==> src/rtl/commit_scoreboard_pkg.sv <==
// Shared types and sizing for the commit scoreboard.
//   COMMIT_ID_WIDTH : width of a commit ID; table depth is 2**COMMIT_ID_WIDTH
//   REG_ADDR_WIDTH  : architectural register address width
//   sb_entry_t      : one tracked in-flight writer (valid bit + destination rd)
//   count_ones      : population count used by the outstanding counter
package commit_pkg;

  localparam int COMMIT_ID_WIDTH = 3;
  localparam int REG_ADDR_WIDTH  = 5;
  localparam int SB_DEPTH        = 2 ** COMMIT_ID_WIDTH;

  typedef logic [COMMIT_ID_WIDTH-1:0] commit_id_t;
  typedef logic [COMMIT_ID_WIDTH:0]   sb_cnt_t;
  typedef logic [REG_ADDR_WIDTH-1:0]  reg_addr_t;

  typedef struct packed {
    logic      valid;
    reg_addr_t rd;
  } sb_entry_t;

  function automatic sb_cnt_t count_ones(input logic [SB_DEPTH-1:0] vec);
    sb_cnt_t n;
    n = '0;
    for (int i = 0; i < SB_DEPTH; i++) begin
      n = n + sb_cnt_t'(vec[i]);
    end
    return n;
  endfunction

endpackage

==> src/rtl/commit_scoreboard_if.sv <==
// Bundle between decode / write-back (master) and the commit scoreboard (slave).
//   issue_*        : instruction presented by decode, ready/ID returned
//   commit_*       : port 1 (LSU/ALU) completion, commit_*2 port 2 (MUL/DIV/CSR)
//   flush_i        : drop every outstanding entry
//   outstanding_cnt_o / busy_o / err_o : status back to the pipeline
interface commit_scoreboard_if;
  import commit_pkg::*;

  logic       issue_valid_i;
  logic       issue_we_i;
  reg_addr_t  issue_rd_i;
  logic       issue_rs1_re_i;
  reg_addr_t  issue_rs1_i;
  logic       issue_rs2_re_i;
  reg_addr_t  issue_rs2_i;
  logic       issue_ready_o;
  commit_id_t issue_commit_id_o;
  logic       commit_valid_i;
  commit_id_t commit_id_i;
  logic       commit_valid2_i;
  commit_id_t commit_id2_i;
  logic       flush_i;
  sb_cnt_t    outstanding_cnt_o;
  logic       busy_o;
  logic       err_o;

  modport master (
    output issue_valid_i, issue_we_i, issue_rd_i,
    output issue_rs1_re_i, issue_rs1_i, issue_rs2_re_i, issue_rs2_i,
    input  issue_ready_o, issue_commit_id_o,
    output commit_valid_i, commit_id_i, commit_valid2_i, commit_id2_i,
    output flush_i,
    input  outstanding_cnt_o, busy_o, err_o
  );

  modport slave (
    input  issue_valid_i, issue_we_i, issue_rd_i,
    input  issue_rs1_re_i, issue_rs1_i, issue_rs2_re_i, issue_rs2_i,
    output issue_ready_o, issue_commit_id_o,
    input  commit_valid_i, commit_id_i, commit_valid2_i, commit_id2_i,
    input  flush_i,
    output outstanding_cnt_o, busy_o, err_o
  );
endinterface

==> src/rtl/commit_scoreboard_free_id_picker.sv <==
// Lowest-free-ID priority encoder over the scoreboard valid vector.
//   valid_vec_i : one bit per table entry, 1 = occupied
//   free_id_o   : lowest index whose valid bit is 0 (0 when full, unused then)
//   full_o      : every entry occupied
module free_id_picker
  import commit_pkg::*;
(
  input  logic [SB_DEPTH-1:0] valid_vec_i,
  output commit_id_t          free_id_o,
  output logic                full_o
);

  // Scan from the top down so the last hit written is the lowest index.
  always_comb begin
    free_id_o = '0;
    for (int i = SB_DEPTH - 1; i >= 0; i--) begin
      if (!valid_vec_i[i]) begin
        free_id_o = commit_id_t'(i);
      end
    end
  end

  assign full_o = &valid_vec_i;

endmodule

==> src/rtl/commit_scoreboard.sv <==
// Issue-side tracker for in-flight register-writing instructions.
// Allocates a commit ID per writer, stalls issue on RAW/WAW hazards or a full
// table, and retires entries from two independent commit ports.
//   clk, rst_n : clock, asynchronous active-low reset
//   sb         : scoreboard bundle (slave side), see commit_scoreboard_if
module commit_scoreboard
  import commit_pkg::*;
(
  input  logic               clk,
  input  logic               rst_n,
  commit_scoreboard_if.slave sb
);

  sb_entry_t table_q [SB_DEPTH];
  sb_entry_t table_d [SB_DEPTH];
  sb_cnt_t   cnt_q, cnt_d;
  logic      err_q, err_d;

  logic [SB_DEPTH-1:0] valid_vec;
  logic [SB_DEPTH-1:0] clr_vec;   // valid entries retired by either port this cycle
  logic [SB_DEPTH-1:0] live_vec;  // entries that still guard hazards this cycle
  logic [SB_DEPTH-1:0] rs1_hit, rs2_hit, rd_hit;

  commit_id_t free_id;
  logic       full;
  logic       alloc, raw, waw, ready, accept_alloc, bad_commit;

  genvar gi;
  generate
    for (gi = 0; gi < SB_DEPTH; gi++) begin : g_entry
      assign valid_vec[gi] = table_q[gi].valid;
      // Both ports naming the same entry collapse into a single clear.
      assign clr_vec[gi]   = table_q[gi].valid &&
                             ((sb.commit_valid_i  && sb.commit_id_i  == commit_id_t'(gi)) ||
                              (sb.commit_valid2_i && sb.commit_id2_i == commit_id_t'(gi)));
      // Committing entries are masked: the register file writes through in
      // the commit cycle, so a reader issued now already sees the new value.
      assign live_vec[gi]  = valid_vec[gi] && !clr_vec[gi];
      assign rs1_hit[gi]   = live_vec[gi] && (table_q[gi].rd == sb.issue_rs1_i);
      assign rs2_hit[gi]   = live_vec[gi] && (table_q[gi].rd == sb.issue_rs2_i);
      assign rd_hit[gi]    = live_vec[gi] && (table_q[gi].rd == sb.issue_rd_i);
    end
  endgenerate

  // Free ID comes from the registered vector, so an entry freed this cycle is
  // never re-allocated in the same cycle it is being committed.
  free_id_picker u_free_id_picker (
    .valid_vec_i (valid_vec),
    .free_id_o   (free_id),
    .full_o      (full)
  );

  assign alloc = sb.issue_we_i && (sb.issue_rd_i != '0);
  assign raw   = (sb.issue_rs1_re_i && (sb.issue_rs1_i != '0) && (|rs1_hit)) ||
                 (sb.issue_rs2_re_i && (sb.issue_rs2_i != '0) && (|rs2_hit));
  assign waw   = alloc && (|rd_hit);
  // Ready deliberately ignores issue_valid_i so decode can use it as a stall.
  assign ready = !sb.flush_i && !raw && !waw && !(alloc && full);

  assign accept_alloc = sb.issue_valid_i && ready && alloc;

  // A commit naming an idle entry is a protocol error from the write-back side.
  assign bad_commit = (sb.commit_valid_i  && !table_q[sb.commit_id_i].valid) ||
                      (sb.commit_valid2_i && !table_q[sb.commit_id2_i].valid);

  always_comb begin
    table_d = table_q;
    cnt_d   = cnt_q;
    err_d   = err_q;
    if (sb.flush_i) begin
      // Flush swallows same-cycle commits and issues, including their errors.
      for (int i = 0; i < SB_DEPTH; i++) begin
        table_d[i].valid = 1'b0;
      end
      cnt_d = '0;
    end else begin
      for (int i = 0; i < SB_DEPTH; i++) begin
        if (clr_vec[i]) begin
          table_d[i].valid = 1'b0;
        end
      end
      if (accept_alloc) begin
        table_d[free_id].valid = 1'b1;
        table_d[free_id].rd    = sb.issue_rd_i;
      end
      cnt_d = cnt_q + sb_cnt_t'(accept_alloc) - count_ones(clr_vec);
      err_d = err_q || bad_commit;
    end
  end

  always_ff @(posedge clk or negedge rst_n) begin
    if (!rst_n) begin
      for (int i = 0; i < SB_DEPTH; i++) begin
        table_q[i] <= '0;
      end
      cnt_q <= '0;
      err_q <= 1'b0;
    end else begin
      table_q <= table_d;
      cnt_q   <= cnt_d;
      err_q   <= err_d;
    end
  end

  assign sb.issue_ready_o     = ready;
  assign sb.issue_commit_id_o = free_id;
  assign sb.outstanding_cnt_o = cnt_q;
  assign sb.busy_o            = (cnt_q != '0);
  assign sb.err_o             = err_q;

endmodule

==> src/flat_wrapper.sv <==
// flat-port wrapper written by rule: the top's interface ports become plain ports
module commit_scoreboard_flat import commit_pkg::*;
  (clk, rst_n, sb_issue_valid_i, sb_issue_we_i, sb_issue_rd_i, sb_issue_rs1_re_i, sb_issue_rs1_i, sb_issue_rs2_re_i, sb_issue_rs2_i, sb_issue_ready_o, sb_issue_commit_id_o, sb_commit_valid_i, sb_commit_id_i, sb_commit_valid2_i, sb_commit_id2_i, sb_flush_i, sb_outstanding_cnt_o, sb_busy_o, sb_err_o);
  commit_scoreboard_if sb_i ();
  input  logic clk;
  input  logic rst_n;
  input wire logic [$bits(sb_i.issue_valid_i)-1:0] sb_issue_valid_i;
  input wire logic [$bits(sb_i.issue_we_i)-1:0] sb_issue_we_i;
  input wire logic [$bits(sb_i.issue_rd_i)-1:0] sb_issue_rd_i;
  input wire logic [$bits(sb_i.issue_rs1_re_i)-1:0] sb_issue_rs1_re_i;
  input wire logic [$bits(sb_i.issue_rs1_i)-1:0] sb_issue_rs1_i;
  input wire logic [$bits(sb_i.issue_rs2_re_i)-1:0] sb_issue_rs2_re_i;
  input wire logic [$bits(sb_i.issue_rs2_i)-1:0] sb_issue_rs2_i;
  output wire logic [$bits(sb_i.issue_ready_o)-1:0] sb_issue_ready_o;
  output wire logic [$bits(sb_i.issue_commit_id_o)-1:0] sb_issue_commit_id_o;
  input wire logic [$bits(sb_i.commit_valid_i)-1:0] sb_commit_valid_i;
  input wire logic [$bits(sb_i.commit_id_i)-1:0] sb_commit_id_i;
  input wire logic [$bits(sb_i.commit_valid2_i)-1:0] sb_commit_valid2_i;
  input wire logic [$bits(sb_i.commit_id2_i)-1:0] sb_commit_id2_i;
  input wire logic [$bits(sb_i.flush_i)-1:0] sb_flush_i;
  output wire logic [$bits(sb_i.outstanding_cnt_o)-1:0] sb_outstanding_cnt_o;
  output wire logic [$bits(sb_i.busy_o)-1:0] sb_busy_o;
  output wire logic [$bits(sb_i.err_o)-1:0] sb_err_o;
  assign sb_i.issue_valid_i = sb_issue_valid_i;
  assign sb_i.issue_we_i = sb_issue_we_i;
  assign sb_i.issue_rd_i = sb_issue_rd_i;
  assign sb_i.issue_rs1_re_i = sb_issue_rs1_re_i;
  assign sb_i.issue_rs1_i = sb_issue_rs1_i;
  assign sb_i.issue_rs2_re_i = sb_issue_rs2_re_i;
  assign sb_i.issue_rs2_i = sb_issue_rs2_i;
  assign sb_issue_ready_o = sb_i.issue_ready_o;
  assign sb_issue_commit_id_o = sb_i.issue_commit_id_o;
  assign sb_i.commit_valid_i = sb_commit_valid_i;
  assign sb_i.commit_id_i = sb_commit_id_i;
  assign sb_i.commit_valid2_i = sb_commit_valid2_i;
  assign sb_i.commit_id2_i = sb_commit_id2_i;
  assign sb_i.flush_i = sb_flush_i;
  assign sb_outstanding_cnt_o = sb_i.outstanding_cnt_o;
  assign sb_busy_o = sb_i.busy_o;
  assign sb_err_o = sb_i.err_o;
  commit_scoreboard u_core (.clk(clk), .rst_n(rst_n), .sb(sb_i));
endmodule
==> config.mk <==
export PLATFORM = sky130hd
export DESIGN_NAME = commit_scoreboard_flat
export DESIGN_NICKNAME = d
export VERILOG_FILES = /design/src/rtl/commit_scoreboard_pkg.sv /design/src/rtl/commit_scoreboard_if.sv /design/src/rtl/commit_scoreboard_free_id_picker.sv /design/src/rtl/commit_scoreboard.sv /design/src/flat_wrapper.sv
export SDC_FILE = /design/constraint.sdc
export NUM_CORES = 1
export LEC_CHECK = 0
export ABC_AREA = 1
export BUFFER_PORTS_ARGS = -buffer_cell sky130_fd_sc_hd__buf_2
export CELL_PAD_IN_SITES_DETAIL_PLACEMENT = 1
export CELL_PAD_IN_SITES_GLOBAL_PLACEMENT = 2
export CORE_MARGIN = 1
export CORE_UTILIZATION = 37
export DETAILED_ROUTE_END_ITERATION = 12
export PLACE_DENSITY = 0.83
export SYNTH_ARGS = -nofsm -noshare
export SYNTH_HDL_FRONTEND = slang
export SYNTH_SLANG_ARGS = --single-unit
==> constraint.sdc <==
create_clock -name clk -period 7 [get_ports clk]
set_input_delay 1.75 -clock clk [delete_from_list [all_inputs] [get_ports clk]]
set_output_delay 1.75 -clock clk [all_outputs]
set_load 0.05 [all_outputs]
==> flow_metrics.tcl <==
set metrics [dict create \
    final_cell_area_um2 5290 \
    worst_slew_pin_slew_ns 0.742 \
    yosys_register_bits 53 \
    cts-root-buf "clkbuf_16" \
    rrSetupSlack_ns 2.73 \
    leakagePower_nw 2.66 \
    yosysSeqAreaShare_pct 27.1 \
    crit_path_frequent_cell "nand2_1" \
    hold_viol_final 0 \
    cts_tree "done" \
    vias 4754 \
    setup.worst_path.start_class "input port" \
    io_buffers 39 \
    ys_types 33 \
    period_share_pct 85.2 \
    min_from "u_core.sb.err_o" \
    pwr-share-seq_pct 38.3 \
    cts-hold-fix-buffers 0 \
    hold_class "reg -> reg" \
    critPathArrivalTime_ns 4.21 \
    r2r_start "u_core.table_q[11]" \
    cp.required_ns 5.25 \
    critPathKind "in -> out" \
    p_switching_uw 373 \
    vdd_ir_drop_max_mv 0.115 \
    slew_viol_final 0 \
    core_area_um2 12800 \
    max_stage_delay_ns 0.55 \
    rows 41 \
    worst_slack_ns 1.04 \
    hpwlAfterDp_mm 12.6 \
    end_kind "output port" \
    placed_cell_area_um2 5120 \
    rsz0062_at_grt "false" \
    post_cts_resized 0 \
    dpl_worst_slack_ns 0.990 \
    vias_per_cell 5.21 \
    die_h_um 117 \
    clkPwrFrac_pct 29.5 \
    clock_latency_ns 0.31 \
    hold_depth 1 \
    cts.clk_slew.worst_paths_ns 0.07 \
    max_cap_viol_count 0 \
    reg2reg_depth 17 \
    antenna_found_initial 0 \
    area_growth_pct 8.14 \
    fin_setup_tns_ns 0 \
    hold_ws_ns 0.469 \
    setup_viol 0 \
    placed_cells 904 \
    dr.pass1.iters 4 \
    slew_headroom_pct 50.6 \
    avgSynthCellArea_um2 6.79 \
    swShare_pct 38.8 \
    die-area_um2 13700 \
    grt_pass1_wl_mm 27.2 \
    fin_crit_ns 5.96 \
    grt_pass1_vias 4799 \
    fmax_mhz 168 \
    syn_inst 720 \
    drive_gt1_share_pct 9.19 \
    critPathSlowestCell "buf_4" \
    finClkSkew_ns 0.00501 \
    route.detailed.drc 0 \
    finalPower_uw 961 \
    dieWidth_um 117 \
    combPwrFrac_pct 32.2 \
    diodes 0 \
    clk_path_buf_depth 2 \
    internal_power_uw 589 \
    drt-total-wl_mm 17.0 \
    grt_usage_pct 27.0 \
    initialDrtViolationCount 247 \
    drtAntennaViolNets 0 \
    initial_utilization_pct 38.3 \
    hold_path_end "u_core.sb.err_o" \
    grt_max_degree 54 \
    p_per_area_nw_per_um2 182 \
    crit_fanout 49 \
    cts_sinks 53 \
    gp_congestion 0.845 \
    grt_overflow_total 0 \
    cp_cell_sequence "buf_2 > nor2_1 > nand2_1 > nand3_1 > inv_1 > nand2_1 > nand2_1 > nor2_1 > nand2_1 > nand2_1 > nand3_1 > nor2_4 > buf_4 > buf_2" \
    final_util_pct 41.4 \
    r2r-end "u_core.sb.outstanding_cnt_o[3]" \
    final_cells 912 \
    wl_per_cell_um 18.7 \
    syn_area_um2 4890 \
    yosysWarnings 0 \
    ios 40 \
    syn_nets 763 \
    post-cts-setup-buffers 0 \
    fin_nets 782 \
    htreeDepth 2 \
    cts_made_buffers 5 \
    status "complete, no violations" \
]
-- worst max-delay path by stage --
| stage | from | to | slack (ns) | cells after the start |
|---|---|---|---|---|
| 6_report | sb_commit_id2_i[1] | sb_issue_ready_o | 1.04 | 14 |
| 5_1_grt | sb_commit_id2_i[1] | sb_issue_ready_o | 0.82 | 14 |
| 4_1_cts | sb_commit_id_i[1] | sb_issue_ready_o | 1.04 | 14 |
| 3_5_place_dp | sb_commit_id_i[1] | u_core.sb.outstanding_cnt_o[3] | 0.99 | 22 |
| 3_3_place_gp | sb_commit_id_i[1] | sb_issue_ready_o | 1.07 | 14 |
| 2_1_floorplan | sb_issue_rd_i[0] | u_core.sb.outstanding_cnt_o[3] | 1.37 | 17 |
-- cells by family (layout without fill, tap and decap cells) --
group,Yosys count,after routing,share of synthesized area (%)
simple gates,430,430,38.9
xor+xnor,90,90,16.1
buf+inv,106,126,10.0
flops,53,53,27.1
fa+ha+maj,13,13,4.25
compound gates,28,28,3.61
-- area by class of cell --
cell class	count	area (µm²)
fill	1699	7490
multi-input combinational	561	3080
sequential	53	1330
inverter	76	285
timing repair buffer	42	218
tap	172	215
clock buffer	7	153
clock inverter	1	8.76
-- layout by cell type, fill, tap and decap left out, drive strengths merged --
cell and instances:
a22o 1, o211ai 1, inv 76, a211oi 1, nor2 72, fa 6, xor2 34, a21o 1
nand2 274, a21oi 10, o311ai 1, o22ai 4, or2 2, xnor2 56, clkinv 1, ha 7
nand3 32, dfrtp 53, a31oi 1, nor3 2, o21ai 6, nand4 48, buf 42, clkbuf 7
o41ai 2
-- power groups by stage --
stage	Combinational [mW]	Clock, mW	Sequential, mW
finish	0.310	0.284	0.368
global route	0.343	0.301	0.372
CTS	0.312	0.290	0.368
detailed placement	0.310	0	0.374
global placement	0.300	0	0.372
floorplan	0.211	0	0.388
-- synthesized netlist by cell type --
library cell  number  area (µm²)
a211oi_1           1        7.51
a21o_1             1        7.51
a21oi_1           10        50.1
a22o_1             1        8.76
a31oi_1            1        6.26
buf_12             1        20.0
buf_2              9        45.0
buf_4             17         128
clkbuf_1           3        11.3
clkinv_1           1        3.75
dfrtp_1           53        1330
fa_1               6         120
ha_1               7        87.6
inv_1             73         274
inv_2              2        7.51
nand2_1          274        1030
nand3_1           24         120
nand3_4            8         140
nand4_1           48         300
nor2_1            67         251
nor2_2             4        25.0
nor2_4             1        11.3
nor3_1             2        10.0
o211ai_1           1        7.51
o21ai_0            6        30.0
o22ai_1            4        25.0
o311ai_0           1        8.76
o41ai_1            1        8.76
o41ai_2            1        16.3
or2_0              1        6.26
or2_2              1        6.26
xnor2_1           56         490
xor2_1            34         298
-- worst max-delay path, delay by kind of cell --
family / cells / cell delay (ns)
simple gates: 10 / 1.26
buf+inv: 4 / 1.17
-- routing by layer --
metal / vias up / part of all wire (%) / GRT usage [%]
met2: 130 / 46 / 44.1
met1: 2324 / 48 / 38.2
met5: - / 0 / 0
met4: 0 / 1.3 / 5.65
li1: 2288 / - / -
met3: 12 / 4.5 / 3.45
No activity file was read; power rests on OpenSTA's default activity.
